[config.mk]
export PLATFORM = sky130hd
export DESIGN_NAME = wb_trace_buffer
export DESIGN_NICKNAME = d
export VERILOG_FILES = /design/src/rtl/wb_trace_buffer.sv
export SDC_FILE = /design/constraint.sdc
export NUM_CORES = 1
export LEC_CHECK = 0
export BUFFER_PORTS_ARGS = -buffer_cell sky130_fd_sc_hd__buf_2
export CAP_MARGIN = 40
export CORE_MARGIN = 3
export CORE_UTILIZATION = 44
export CTS_BUF_LIST = sky130_fd_sc_hd__clkbuf_4 sky130_fd_sc_hd__clkbuf_8 sky130_fd_sc_hd__clkbuf_16
export DETAILED_ROUTE_END_ITERATION = 8
export PLACE_DENSITY = 0.65
export SETUP_SLACK_MARGIN = 0.15
export SYNTH_ARGS = -nofsm -noshare
export SYNTH_HDL_FRONTEND = slang
export SYNTH_SLANG_ARGS = --single-unit
[constraint.sdc]
create_clock -name clk -period 15.7 [get_ports clk]
set_input_delay 0.785 -clock clk [delete_from_list [all_inputs] [get_ports clk]]
set_output_delay 0.785 -clock clk [all_outputs]
set_load 0.02 [all_outputs]
[src/rtl/wb_trace_buffer.sv]
//----------------------------------------------------------------------------
// wb_trace_buffer
//
// Captures every committed register-file write reported by the CPU writeback
// debug trace as a {pc, wnum, wdata} record, buffers it in a show-ahead FIFO
// and drains it over a valid/ready stream. Writes to $0 are never recorded.
// When the FIFO is full and nothing is popped, the incoming record is dropped.
// Every drop sets a sticky overflow flag and bumps a saturating drop counter,
// so loss is never silent.
//
// Optional feature macro: TRACE_SEQ_EN
//   defined   - a 16-bit wrapping counter advances on every capture attempt,
//               including dropped ones. Each stored record carries the counter
//               value at its capture, so gaps in trace_seq reveal lost records.
//   undefined - no counter and no seq storage; trace_seq is tied to 0.
//
// Ports
//   clk, resetn          system clock (posedge); async active-low reset
//   trace_en             1 = capture enabled
//   debug_wb_pc          PC of the writing instruction
//   debug_wb_rf_wen      regfile write strobe
//   debug_wb_rf_wnum     destination register number
//   debug_wb_rf_wdata    value written
//   trace_valid          head record valid (== trace_count != 0)
//   trace_ready          consumer accepts head record
//   trace_pc/wnum/wdata  head record fields
//   trace_seq            head record sequence number (0 without TRACE_SEQ_EN)
//   trace_count          occupied entries (ADDR_W+1 bits)
//   overflow             sticky: at least one record dropped
//   drop_cnt             dropped records, saturating at 8'hFF
//----------------------------------------------------------------------------
module wb_trace_buffer #(
    parameter int DEPTH  = 16,
    parameter int ADDR_W = 4
) (
    input  logic              clk,
    input  logic              resetn,
    input  logic              trace_en,
    input  logic [31:0]       debug_wb_pc,
    input  logic              debug_wb_rf_wen,
    input  logic [4:0]        debug_wb_rf_wnum,
    input  logic [31:0]       debug_wb_rf_wdata,
    output logic              trace_valid,
    input  logic              trace_ready,
    output logic [31:0]       trace_pc,
    output logic [4:0]        trace_wnum,
    output logic [31:0]       trace_wdata,
    output logic [15:0]       trace_seq,
    output logic [ADDR_W:0]   trace_count,
    output logic              overflow,
    output logic [7:0]        drop_cnt
);

    typedef struct packed {
        logic [31:0] pc;
        logic [4:0]  wnum;
        logic [31:0] wdata;
    } rec_t;

    localparam logic [ADDR_W:0] FULL_CNT = (ADDR_W + 1)'(DEPTH);

    rec_t              mem_q [DEPTH];
    logic [ADDR_W-1:0] wr_ptr_q, wr_ptr_d;
    logic [ADDR_W-1:0] rd_ptr_q, rd_ptr_d;
    logic [ADDR_W:0]   count_q,  count_d;
    logic              overflow_q, overflow_d;
    logic [7:0]        drop_cnt_q, drop_cnt_d;

    logic push_req;
    logic pop;
    logic full;
    logic accept;
    logic drop;

    assign push_req = trace_en & debug_wb_rf_wen & (debug_wb_rf_wnum != 5'd0);
    assign pop      = trace_valid & trace_ready;
    assign full     = (count_q == FULL_CNT);
    // A pop in the same cycle frees the slot, so a push into a full FIFO is
    // still accepted when the head is being consumed.
    assign accept   = push_req & (~full | pop);
    assign drop     = push_req & full & ~pop;

    always_comb begin
        // NOTE: every combinational output gets a default first, so no path
        // leaves a variable unassigned and no latch is inferred.
        wr_ptr_d   = wr_ptr_q;
        rd_ptr_d   = rd_ptr_q;
        count_d    = count_q;
        overflow_d = overflow_q;
        drop_cnt_d = drop_cnt_q;

        if (accept) wr_ptr_d = wr_ptr_q + ADDR_W'(1);
        if (pop)    rd_ptr_d = rd_ptr_q + ADDR_W'(1);

        case ({accept, pop})
            2'b10:   count_d = count_q + (ADDR_W + 1)'(1);
            2'b01:   count_d = count_q - (ADDR_W + 1)'(1);
            default: count_d = count_q;
        endcase

        if (drop) begin
            overflow_d = 1'b1;
            if (drop_cnt_q != 8'hFF) drop_cnt_d = drop_cnt_q + 8'd1;
        end
    end

    // NOTE: sequential state uses non-blocking assignments only, so every
    // flop samples the pre-edge values regardless of block ordering.
    always_ff @(posedge clk or negedge resetn) begin
        if (!resetn) begin
            wr_ptr_q   <= '0;
            rd_ptr_q   <= '0;
            count_q    <= '0;
            overflow_q <= 1'b0;
            drop_cnt_q <= '0;
        end else begin
            wr_ptr_q   <= wr_ptr_d;
            rd_ptr_q   <= rd_ptr_d;
            count_q    <= count_d;
            overflow_q <= overflow_d;
            drop_cnt_q <= drop_cnt_d;
        end
    end

    // NOTE: the storage array has no reset; its contents are only observed
    // while trace_valid=1, i.e. after a write, so resetting it would just
    // cost a reset net on every bit.
    always_ff @(posedge clk) begin
        if (accept) begin
            mem_q[wr_ptr_q] <= '{pc:    debug_wb_pc,
                                 wnum:  debug_wb_rf_wnum,
                                 wdata: debug_wb_rf_wdata};
        end
    end

`ifdef TRACE_SEQ_EN
    logic [15:0] seq_q;
    logic [15:0] seq_mem_q [DEPTH];

    // Counts capture attempts, dropped ones included, so gaps are visible.
    always_ff @(posedge clk or negedge resetn) begin
        if (!resetn)       seq_q <= '0;
        else if (push_req) seq_q <= seq_q + 16'd1;
    end

    always_ff @(posedge clk) begin
        if (accept) seq_mem_q[wr_ptr_q] <= seq_q;
    end

    assign trace_seq = seq_mem_q[rd_ptr_q];
`else
    assign trace_seq = 16'h0000;
`endif

    // Show-ahead: the head entry is presented directly from storage, so
    // back-to-back pops need no bubble.
    assign trace_valid = (count_q != '0);
    assign trace_pc    = mem_q[rd_ptr_q].pc;
    assign trace_wnum  = mem_q[rd_ptr_q].wnum;
    assign trace_wdata = mem_q[rd_ptr_q].wdata;
    assign trace_count = count_q;
    assign overflow    = overflow_q;
    assign drop_cnt    = drop_cnt_q;

endmodule

After elaboration in Yosys (flattened, before gate mapping)
Memories as Yosys holds them, arrays and structs flattened.
Cells that the tools add are included.
W data, S select, Z words.
{ "classes": {"n_eq_ne": 4, "bitwise": 9, "reduce_logical": 4, "add_sub_neg": 5, "n_mux": 3} }
{ "op_table": {"columns": ["cell", "count"], "rows": [
  ["$pmux W5 S2", 1],
  ["$reduce_bool A5 Y1", 2],
  ["$add A4 B1 Y4 const B", 2],
  ["$add A8 B1 Y8 const B", 1],
  ["$ne A8 B8 Y1 const B", 1],
  ["$and A1 B1 Y1", 6],
  ["$add A5 B1 Y5 const B", 1],
  ["$eq A5 B5 Y1 const B", 1],
  ["$sub A5 B1 Y5 const B", 1],
  ["$eq A2 B1 Y1 const B", 1],
  ["$eq A2 B2 Y1 const B", 1],
  ["$mux W1", 2],
  ["$not A1 Y1", 2],
  ["$reduce_and A2 Y1", 1],
  ["$reduce_bool A2 Y1", 1],
  ["$or A1 B1 Y1", 1]
]} }
{ "word_totals": {"ff_bits": 22, "elab_cells": 31, "ram_bits": 1104, "memories": 1, "out_inout_bits": 100, "in_bits": 74} }
{ "mem_list": {"columns": ["memory", "depth", "word_bits", "rd", "rd_ports_with_merged_regs", "write_ports", "line_no", "rtl"], "rows": [
  ["mem_q", 16, 69, 1, 0, 1, "62", "rec_t mem_q [DEPTH];"]
]} }

Depth between registers and ports, before layout
Gate-level depths: netlist of the first run.
{ "logic_depth": {"depth_word": 6, "mapped_depth": 10, "ltp_nobuf": 10} }

Worst setup path after synthesis of the first run
Ideal clock, no wire load.
{ "synth_path": {"path_type": "input to register", "startpoint": "input port debug_wb_rf_wnum[3]", "endpoint": "memory mem_q[3][0] in the netlist's numbering, enable pin", "n_path_buf": 1, "path_stages": 6, "path_slack_ns": 9.012, "required_ns": 15.119, "setup_time_ns": 0.581, "t_arrival_ns": 6.107, "cell_sequence": "or4_1 -> o211ai_2 -> nor2b_1 -> buf_6 -> nand2_1 -> nor3_1"} }
{ "synth_between": {"elab_chain_len": 5} }
{ "synth_rtl": {"columns": ["element", "line_no", "rtl"], "rows": [
  ["start: declaration", "41", "input logic [4:0] debug_wb_rf_wnum,"],
  ["$reduce_bool A5 Y1", "75", "assign push_req = trace_en & debug_wb_rf_wen & (debug_wb_rf_wnum != 5'd0);"],
  ["$and A1 B1 Y1", "75", null],
  ["$and A1 B1 Y1", "80", "assign accept = push_req & (~full | pop);"],
  ["$mux W1", "129", "if (accept) begin"],
  ["$mux W1 (not written as such)", "130", "mem_q[wr_ptr_q] <= '{pc: debug_wb_pc,"],
  ["end: declaration", "62", null]
]} }
No other way between the ends.

Worst setup path in the final report of the first run
{ "layout_path": {"startpoint": "register rd_ptr_q[0]", "endpoint": "output port trace_pc[28]"} }
{ "layout_between": {"elab_chain_len": 1} }
{ "layout_rtl": {"columns": ["element", "line_no", "rtl"], "rows": [
  ["start: declaration", "64", "logic [ADDR_W-1:0] rd_ptr_q, rd_ptr_d;"],
  ["start signal: assignment", "118", "rd_ptr_q <= rd_ptr_d;"],
  ["$mem_v2 Z16 W69", null, null],
  ["end: declaration", "45", "output logic [31:0] trace_pc,"]
]} }
No other way between the ends.

==> flow_metrics.py, run 1 <==
metrics = {
    "yosys": {
        "syn_area_per_cell_um2": 25.64,
        "yosysSeqAreaShare": 0.7889,
        "synth_edf_count": 1104,
        "ys_warn_count": 0,
        "yosys-top-cells-area": "edfxtp_1 (78%), mux4_2 (18%), dfrtp_1 (1.3%), buf_4 (0.62%), clkbuf_1 (0.33%)",
        "yosys.area.top_type": "edfxtp_1",
        "synth.cell_area_mm2": 0.04272,
        "syn_inst": 1666,
        "post-synth-top-count-cell": "edfxtp_1",
        "netlist.area_leader.share": 0.7760,
        "ys.flop_type": "edfxtp_1",
        "synth_top_cells_by_count": "edfxtp_1 (1,104), mux4_2 (345), clkbuf_1 (38)",
        "synthArstFlopShare": 0.01954,
        "synth_cell_type_count": 39,
        "ys_ff_latch": 1126,
    },
    "floorplan": {
        "initial_utilization": 0.4470,
        "die_w_um": 317.6,
        "core_mm2": 0.09558,
        "dieArea_mm2": 0.1009,
        "pin_count": 174,
        "std_cell_rows": 113,
        "dieHeight_um": 317.6,
    },
    "detailed_routing": {
        "routed_wl_mm": 91.27,
        "ant_nets": 0,
        "viasPerCell": 5.710,
        "drc": 0,
        "drt_iter0_drc": 1649,
        "vias": 18690,
        "firstDrtPassIters": 5,
        "wl_per_cell_um": 27.89,
    },
    "worst_setup_path": {
        "startpoint_type": "register",
        "reg2regPathDepth": 8,
        "crit_required_ns": 14.91,
        "reg2reg_to": "mem_q[2][57]$_DFFE_PP_",
        "critPathSlowestCell": "dfrtp_4",
        "crit_top_cell": "mux4_2",
        "end_kind": "primary output",
        "r2r_start": "trace_count[0]$_DFFE_PN0P_",
        "path_cells": "buf_4, buf_12, mux4_2, mux4_2, buf_2",
        "crit_buf_inv": 3,
        "crit_type": "reg2out",
        "crit_path_max_incr_delay_ns": 0.85,
        "arrival_ns": 4.34,
        "reg2reg_slack_ns": 12.10,
        "worst_path_dominant_cell_family": "buffers and inverters",
        "cp-startpoint": "rd_ptr_q[0]$_DFFE_PN0P_",
        "cp_max_fo": 100,
    },
    "global_route": {
        "antenna_found_initial": 22,
        "grt_overflow": 0,
        "grt_usage": 0.1828,
        "grt_pass1_vias": 19840,
        "grt_max_degree": 154,
        "grt_pass1_wl_mm": 136.5,
    },
    "layout": {
        "seq_area_mm2": 0.03372,
        "multi_input_area_mm2": 0.008598,
        "nets": 1992,
        "area_growth_pct": 14.64,
        "num-fill-cells": 7373,
        "post-route-util": 0.5124,
        "drive_above_1_share": 0.3779,
    },
    "cts": {
        "cts_made_buffers": 111,
        "clkLatencyLatePin_ns": 0.67,
        "cts_resized": 0,
        "holdBufCountCts": 0,
        "tritoncts": "yes",
        "cts_sinks": 1126,
        "clkTransAtPathRegs_ns": 0.06,
        "htree_levels": 3,
        "post-cts-setup-buffers": 0,
        "clock_path_buffers": 3,
        "cts-root-buf": "clkbuf_16",
    },
    "timing": {
        "max_freq_ghz": 0.1949,
        "min_period_ns": 5.130,
        "hold-worst-slack_ns": 0.09819,
        "finClkSkew_ns": 0.02060,
        "rsz0062_at_grt": "false",
        "setup_viol": 0,
        "hold_viol": 0,
        "maxSlewHeadroom": 0.3153,
        "period_share": 0.3267,
        "setup_tns_ns": 0,
        "tightest_slew_ns": 1.027,
        "slew_viol_final": 0,
        "timing.final.ws_setup_ns": 10.57,
    },
    "power": {
        "powerDensity_mw_per_mm2": 174.9,
        "ir_drop_v": 0.0001173,
        "p_leak_uw": 0.01550,
        "power_uw": 8565,
    },
    "place": {
        "place_congestion": 0.7361,
        "portBuffers": 157,
        "pre_cts_ws_ns": 11.03,
        "hpwl_mm": 48.74,
    },
    "worst_hold_path": {
        "min_path_type": "in2async",
    },
    "outcome": {
        "status": "completed",
    },
    "flow_run": {
        "drv_cap": 0,
    },
}
==> kinds of logic after synthesis <==
logic type | after synthesis | synth area share
AO/OA/AOI/OAI | 10 | 0.001875
multiplexers | 349 | 0.1829
other | 1 | 0.00008778
buffers and inverters | 104 | 0.01371
adder cells (fa/ha/maj) | 10 | 0.003105
AND/OR/NAND/NOR | 49 | 0.005916
XOR/XNOR | 17 | 0.003486
flip-flops | 1126 | 0.7889
==> area by class of cell <==
type,instances,share of cell area
Antenna cell,10,0.0005110
Clock buffer,135,0.06040
Clock inverter,68,0.01313
Multi-Input combinational cell,451,0.1756
Timing Repair Buffer,211,0.02902
Sequential cell,1126,0.6885
Tap cell,1265,0.03232
Inverter,7,0.0005365
==> power breakdown <==
group,internal [µW],switching (µW)
clock network,1510,1090
registers,3470,133
logic,1130,1240
==> cell usage in the layout, fill, tap and decap left out, types with 7 or more instances in the layout <==
cell type,Yosys,routed
bufinv_16,0,10
ha_1,9,9
xnor2_1,15,15
buf_4,35,41
inv_1,7,7
edfxtp_1,1104,1104
buf_16,0,9
clkinv_1,0,29
clkinv_2,0,16
clkbuf_4,0,24
dfrtp_1,22,18
nand2_1,14,14
buf_2,9,157
clkbuf_16,0,111
diode_2,0,10
mux4_2,345,345
nor2_4,0,12
conb_1,1,16
==> metrics by stage <==
step / cells / area, µm²
3_3_place_gp: 3048 / 45050
5_1_grt: 3264 / 48950
3_5_place_dp: 3060 / 45350
2_1_floorplan: 1681 / 42780
6_report: 3273 / 48970
4_1_cts: 3263 / 48950
==> flip-flops by register name (all words and copies together) (netlist names) <==
signal and flops:
mem_q 1104, rd_ptr_q 4, overflow 1, drop_cnt 8, trace_count 5, wr_ptr_q 4
==> worst max path at each step <==
stage	endpoint	slack, ns	cells after the start
after floorplan	mem_q[3][0]$_DFFE_PP_	9.01	6
after global placement	trace_wdata[24]	10.66	5
after detailed placement	mem_q[2][61]$_DFFE_PP_	11.03	9
after CTS	trace_pc[25]	10.41	5
after global routing	trace_wdata[24]	10.18	5
final	trace_pc[28]	10.57	5
==> per-layer routing <==
metal / global-route usage / part of all wire / vias to the layer above
li1: - / - / 7725
met5: 0 / 0.00079 / -
met3: 0.04325 / 0.076 / 131
met1: 0.2596 / 0.42 / 10160
met4: 0.04765 / 0.021 / 10
met2: 0.2882 / 0.48 / 658
No activity file was read; power rests on OpenSTA's default activity.
==> run 2: changes to the inputs <==
Settings changed: PLACE_DENSITY 0.65 to 0.67.
Clock period 15.7 ns to 4.4 ns, I/O delays scaled along.
==> flow_metrics.py, run 2 (synthesis gave the netlist of run 1 again) <==
metrics = {
    "global_route": {
        "grt_max_degree": 68,
        "grt_pass1_vias": 20070,
        "grt_pass1_wl_mm": 135.5,
        "antenna_found_initial": 7,
        "grt_usage": 0.1807,
        "grt_overflow": 0,
    },
    "detailed_routing": {
        "vias": 18840,
        "drc": 0,
        "ant_nets": 0,
        "viasPerCell": 5.649,
        "firstDrtPassIters": 5,
        "drt_iter0_drc": 1946,
        "wl_per_cell_um": 27.01,
        "routed_wl_mm": 90.07,
    },
    "worst_setup_path": {
        "crit_type": "reg2out",
        "critPathSlowestCell": "dfrtp_4",
        "end_kind": "primary output",
        "crit_buf_inv": 2,
        "crit_top_cell": "mux4_2",
        "path_cells": "buf_4, mux4_2, mux4_2, buf_2",
        "startpoint_type": "register",
        "crit_required_ns": 4.18,
        "cp_max_fo": 28,
        "worst_path_dominant_cell_family": "multiplexers",
        "crit_path_max_incr_delay_ns": 0.84,
        "arrival_ns": 3.38,
    },
    "timing": {
        "finClkSkew_ns": 0.04209,
        "tightest_slew_ns": 0.8834,
        "hold_viol": 0,
        "maxSlewHeadroom": 0.4096,
        "max_freq_ghz": 0.2778,
        "setup_viol": 0,
        "setup_tns_ns": 0,
        "period_share": 0.8182,
        "min_period_ns": 3.600,
        "slew_viol_final": 0,
        "rsz0062_at_grt": "false",
    },
    "cts": {
        "clock_path_buffers": 3,
        "htree_levels": 3,
        "post-cts-setup-buffers": 0,
        "clkLatencyLatePin_ns": 0.67,
        "cts_made_buffers": 109,
        "clkTransAtPathRegs_ns": 0.06,
        "tritoncts": "yes",
        "cts_sinks": 1126,
        "cts-root-buf": "clkbuf_16",
    },
    "power": {
        "p_leak_uw": 0.01572,
        "power_uw": 30430,
        "ir_drop_v": 0.0004387,
        "powerDensity_mw_per_mm2": 613.9,
    },
    "outcome": {
        "status": "completed",
    },
    "place": {
        "place_congestion": 0.7353,
        "portBuffers": 157,
        "placed_cell_area_mm2": 0.04531,
        "hpwl_mm": 48.08,
    },
    "worst_hold_path": {
        "min_path_type": "in2async",
    },
    "layout": {
        "layout_common_cells": "edfxtp_1 (1,104), mux4_2 (345), buf_2 (157), clkbuf_16 (111), dlygate4sd3_1 (71)",
        "final_common_cell": "edfxtp_1",
        "finalInstanceArea_mm2": 0.04956,
        "drive_above_1_share": 0.3690,
        "area_growth_pct": 16.02,
        "largest_reg_flops": 1104,
        "nets": 2061,
        "regMostFlops": "mem_q",
    },
    "floorplan": {
        "pin_count": 174,
        "dieHeight_um": 317.6,
        "die_w_um": 317.6,
        "dieArea_mm2": 0.1009,
        "core_mm2": 0.09558,
        "std_cell_rows": 113,
        "initial_utilization": 0.4470,
    },
    "flow_run": {
        "drv_cap": 0,
    },
}
## run 2: cell types whose count changed in the layout (fill, tap and decap cells not counted), sizes merged
cell,change
bufinv,-2
clkbuf,-3
clkinv,-10
clkinvlp,+9
diode,-5
dlygate4sd3,+71
inv,+2
## run 2: cell type report
type,instances,area [µm²]
Clock buffer,132,2935
Clock inverter,67,594.3
Antenna cell,5,12.51
Multi-Input combinational cell,451,8623
Inverter,7,26.28
Sequential cell,1126,33720
Fill cell,7275,46010
Tap cell,1265,1583
Timing Repair Buffer,282,2072
## run 2: repair_timing
action                    in CTS  in global routing
gates resized for setup        0                  0
hold endpoints to repair    1128                  0
hold buffers                  71                  0
## run 2: where the power goes
group / total (µW) / switching [µW] / internal (µW)
clock: 9090 / 3860 / 5230
sequential: 13000 / 589 / 12400
combinational: 8380 / 4340 / 4050
## run 2: worst reg2reg max path, delay by kind of cell, from the launching register on
kind,cells,cell delay [ns]
simple gates,5,1.37
buf+inv,2,1.01
flops,1,0.45
## run 2: worst paths after layout
kind / slack (ns) / cells after the start / start / end
setup / recovery: 0.80 / 4 / rd_ptr_q[0]$_DFFE_PN0P_ / trace_pc[0]
hold / removal: 0.06 / 2 / resetn / drop_cnt[1]$_DFFE_PN0P_
setup reg to reg: 1.14 / 7 / trace_count[0]$_DFFE_PN0P_ / mem_q[0][45]$_DFFE_PP_
hold reg to reg: 0.50 / 1 / drop_cnt[7]$_DFFE_PN0P_ / drop_cnt[7]$_DFFE_PN0P_
max in group asynchronous: 3.92 / 2 / resetn / rd_ptr_q[2]$_DFFE_PN0P_
min in group clk: 0.12 / 3 / trace_en / overflow$_DFFE_PN0P_
## run 2: through the flow
stage | setup slack [ns] | hold slack (ns) | std cells | utilization
floorplan | -0.2114 | -0.07559 | 1681 | -
global placement | 0.8407 | 0.2168 | 3056 | 0.4732
detailed placement | 0.7699 | 0.2270 | 3060 | 0.4741
CTS | 0.6612 | 0.03279 | 3330 | 0.5184
global route | 0.5736 | 0.08253 | 3330 | 0.5184
finish | 0.7999 | 0.06339 | 3335 | 0.5186
## run 2: per-layer routing
layer	global-route usage	up-vias	share of wire
met4	0.04457	2	0.018
met1	0.2550	10250	0.42
li1	-	7850	-
met3	0.03561	123	0.065
met2	0.2935	616	0.50
met5	0	-	0.00014
==> run 3: changes to the inputs <==
Settings changed: PLACE_DENSITY 0.67 to 0.65.
Clock period 4.4 ns to 3.5 ns, I/O delays scaled along.
==> flow_metrics.py, run 3 (synthesis gave the netlist of run 1 again) <==
metrics = {
    "outcome": {
        "status": "completed",
    },
    "worst_setup_path": {
        "critPathSlowestCell": "dfrtp_4",
        "arrival_ns": 3.04,
        "startpoint_type": "register",
        "crit_buf_inv": 2,
        "crit_top_cell": "mux4_2",
        "crit_path_max_incr_delay_ns": 0.86,
        "cp.depth": 4,
        "cp-startpoint": "rd_ptr_q[1]$_DFFE_PN0P_",
        "end_kind": "primary output",
        "reg2reg_slack_ns": 0.61,
        "crit_required_ns": 3.32,
        "worst_path_dominant_cell_family": "multiplexers",
        "crit_type": "reg2out",
        "reg2regPathDepth": 6,
        "path_cells": "buf_12, mux4_2, mux4_2, buf_2",
        "r2r_start": "trace_count[0]$_DFFE_PN0P_",
        "reg2reg_to": "mem_q[6][34]$_DFFE_PP_",
        "cp_max_fo": 48,
        "crit_end": "trace_wnum[3]",
    },
    "cts": {
        "cts_made_buffers": 110,
        "clkLatencyLatePin_ns": 0.68,
        "clock_path_buffers": 3,
        "tritoncts": "yes",
        "cts-root-buf": "clkbuf_16",
        "htree_levels": 3,
        "cts_sinks": 1126,
        "clkTransAtPathRegs_ns": 0.06,
    },
    "global_route": {
        "grt_overflow": 0,
        "grt_max_degree": 69,
        "grt_pass1_vias": 20120,
        "grt_usage": 0.1836,
        "grt_pass1_wl_mm": 137.3,
        "antenna_found_initial": 7,
    },
    "floorplan": {
        "pin_count": 174,
        "initial_utilization": 0.4470,
        "std_cell_rows": 113,
        "dieArea_mm2": 0.1009,
        "dieHeight_um": 317.6,
        "die_w_um": 317.6,
        "core_mm2": 0.09558,
    },
    "place": {
        "place_congestion": 0.7186,
        "hpwl_mm": 47.17,
        "placed_cells": 3072,
        "portBuffers": 157,
    },
    "timing": {
        "finClkSkew_ns": 0.04428,
        "rsz0062_at_grt": "false",
        "tightest_slew_ns": 0.8704,
        "period_share": 0.9188,
        "max_freq_ghz": 0.3110,
        "min_period_ns": 3.216,
        "slew_viol_final": 0,
        "hold_viol": 0,
        "setup_tns_ns": 0,
        "maxSlewHeadroom": 0.4197,
        "setup_viol": 0,
        "hold-worst-slack_ns": 0.03322,
    },
    "detailed_routing": {
        "drc": 0,
        "viasPerCell": 5.643,
        "ant_nets": 0,
        "routed_wl_mm": 91.78,
        "firstDrtPassIters": 5,
        "drt_iter0_drc": 1898,
        "wl_per_cell_um": 27.33,
        "vias": 18950,
    },
    "layout": {
        "nets": 2080,
        "layout_common_cells": "edfxtp_1 (1,104), mux4_2 (345), buf_2 (157), clkbuf_16 (111), dlygate4sd3_1 (72)",
        "num-fill-cells": 7251,
        "regMostFlops": "mem_q",
        "layout.cells.non_filler": 3358,
        "area_growth_pct": 17.53,
        "post-route-util": 0.5253,
        "final_common_cell": "edfxtp_1",
        "largest_reg_flops": 1104,
        "drive_above_1_share": 0.3742,
    },
    "worst_hold_path": {
        "min_path_type": "in2reg",
    },
    "power": {
        "powerDensity_mw_per_mm2": 779.4,
        "p_leak_uw": 0.01601,
        "ir_drop_v": 0.0006018,
    },
    "flow_run": {
        "drv_cap": 0,
    },
}
-- run 3: cell count changes in the layout (fill, tap and decap cells not counted), sizes merged --
cell         before  now
buf             211  228
clkbuf          132  149
clkinv           44   40
diode             5    3
clkinvlp         10    2
bufinv            8   11
dlygate4sd3      71   72
inv              12   11
-- run 3: how the worst min path moves through the flow --
stage | start | end | slack [ns] | cells after the start
final | trace_en | overflow$_DFFE_PN0P_ | 0.03 | 3
after global routing | debug_wb_rf_wen | overflow$_DFFE_PN0P_ | 0.02 | 3
after floorplan | resetn | drop_cnt[0]$_DFFE_PN0P_ | -0.12 | 0
after CTS | trace_en | overflow$_DFFE_PN0P_ | 0.01 | 3
after global placement | resetn | drop_cnt[1]$_DFFE_PN0P_ | 0.17 | 1
after detailed placement | resetn | drop_cnt[1]$_DFFE_PN0P_ | 0.19 | 1
-- run 3: per-stage QoR --
step           total power [µW]  worst slack, ns  instance area (µm²)
2_1_floorplan             24030         -0.01441                42860
3_3_place_gp              27530           0.2440                45630
3_5_place_dp              27660           0.2590                45700
4_1_cts                   39710           0.2218                50180
5_1_grt                   40770           0.1824                50200
6_report                  39130           0.2841                50210
-- run 3: area by class of cell --
cell class	count	area (µm²)	area share
Sequential cell	1126	33720	0.6716
Timing Repair Buffer	300	2525	0.05029
Tap cell	1265	1583	0.03152
Inverter	7	26.28	0.0005233
Clock buffer	149	3088	0.06150
Multi-Input combinational cell	451	8623	0.1718
Clock inverter	57	636.9	0.01268
Antenna cell	3	7.507	0.0001495
-- run 3: metal layers --
metal,share of wire,GRT usage
met1,0.42,0.2633
met2,0.50,0.2991
met3,0.063,0.03135
met4,0.016,0.04149
met5,0.00029,0
-- run 3: timing repair --
item,CTS,global route
hold buffers,72,0
buffers inserted,4,0
endpoints found under the hold margin,1132,0
endpoints found under the setup margin,26,0
gates resized for setup,1,0
-- run 3: power by group --
part / total (µW) / switching (µW) / internal (µW)
combinational: 11200 / 5820 / 5380
sequential: 16000 / 479 / 15500
clock: 11900 / 4880 / 7020
total: 39100 / 11200 / 28000
-- run 3: tightest hold or removal path: cells and delay by family --
family / cells / cell delay, ns
compound gates: 2 / 0.38
buf+inv: 1 / 0.10
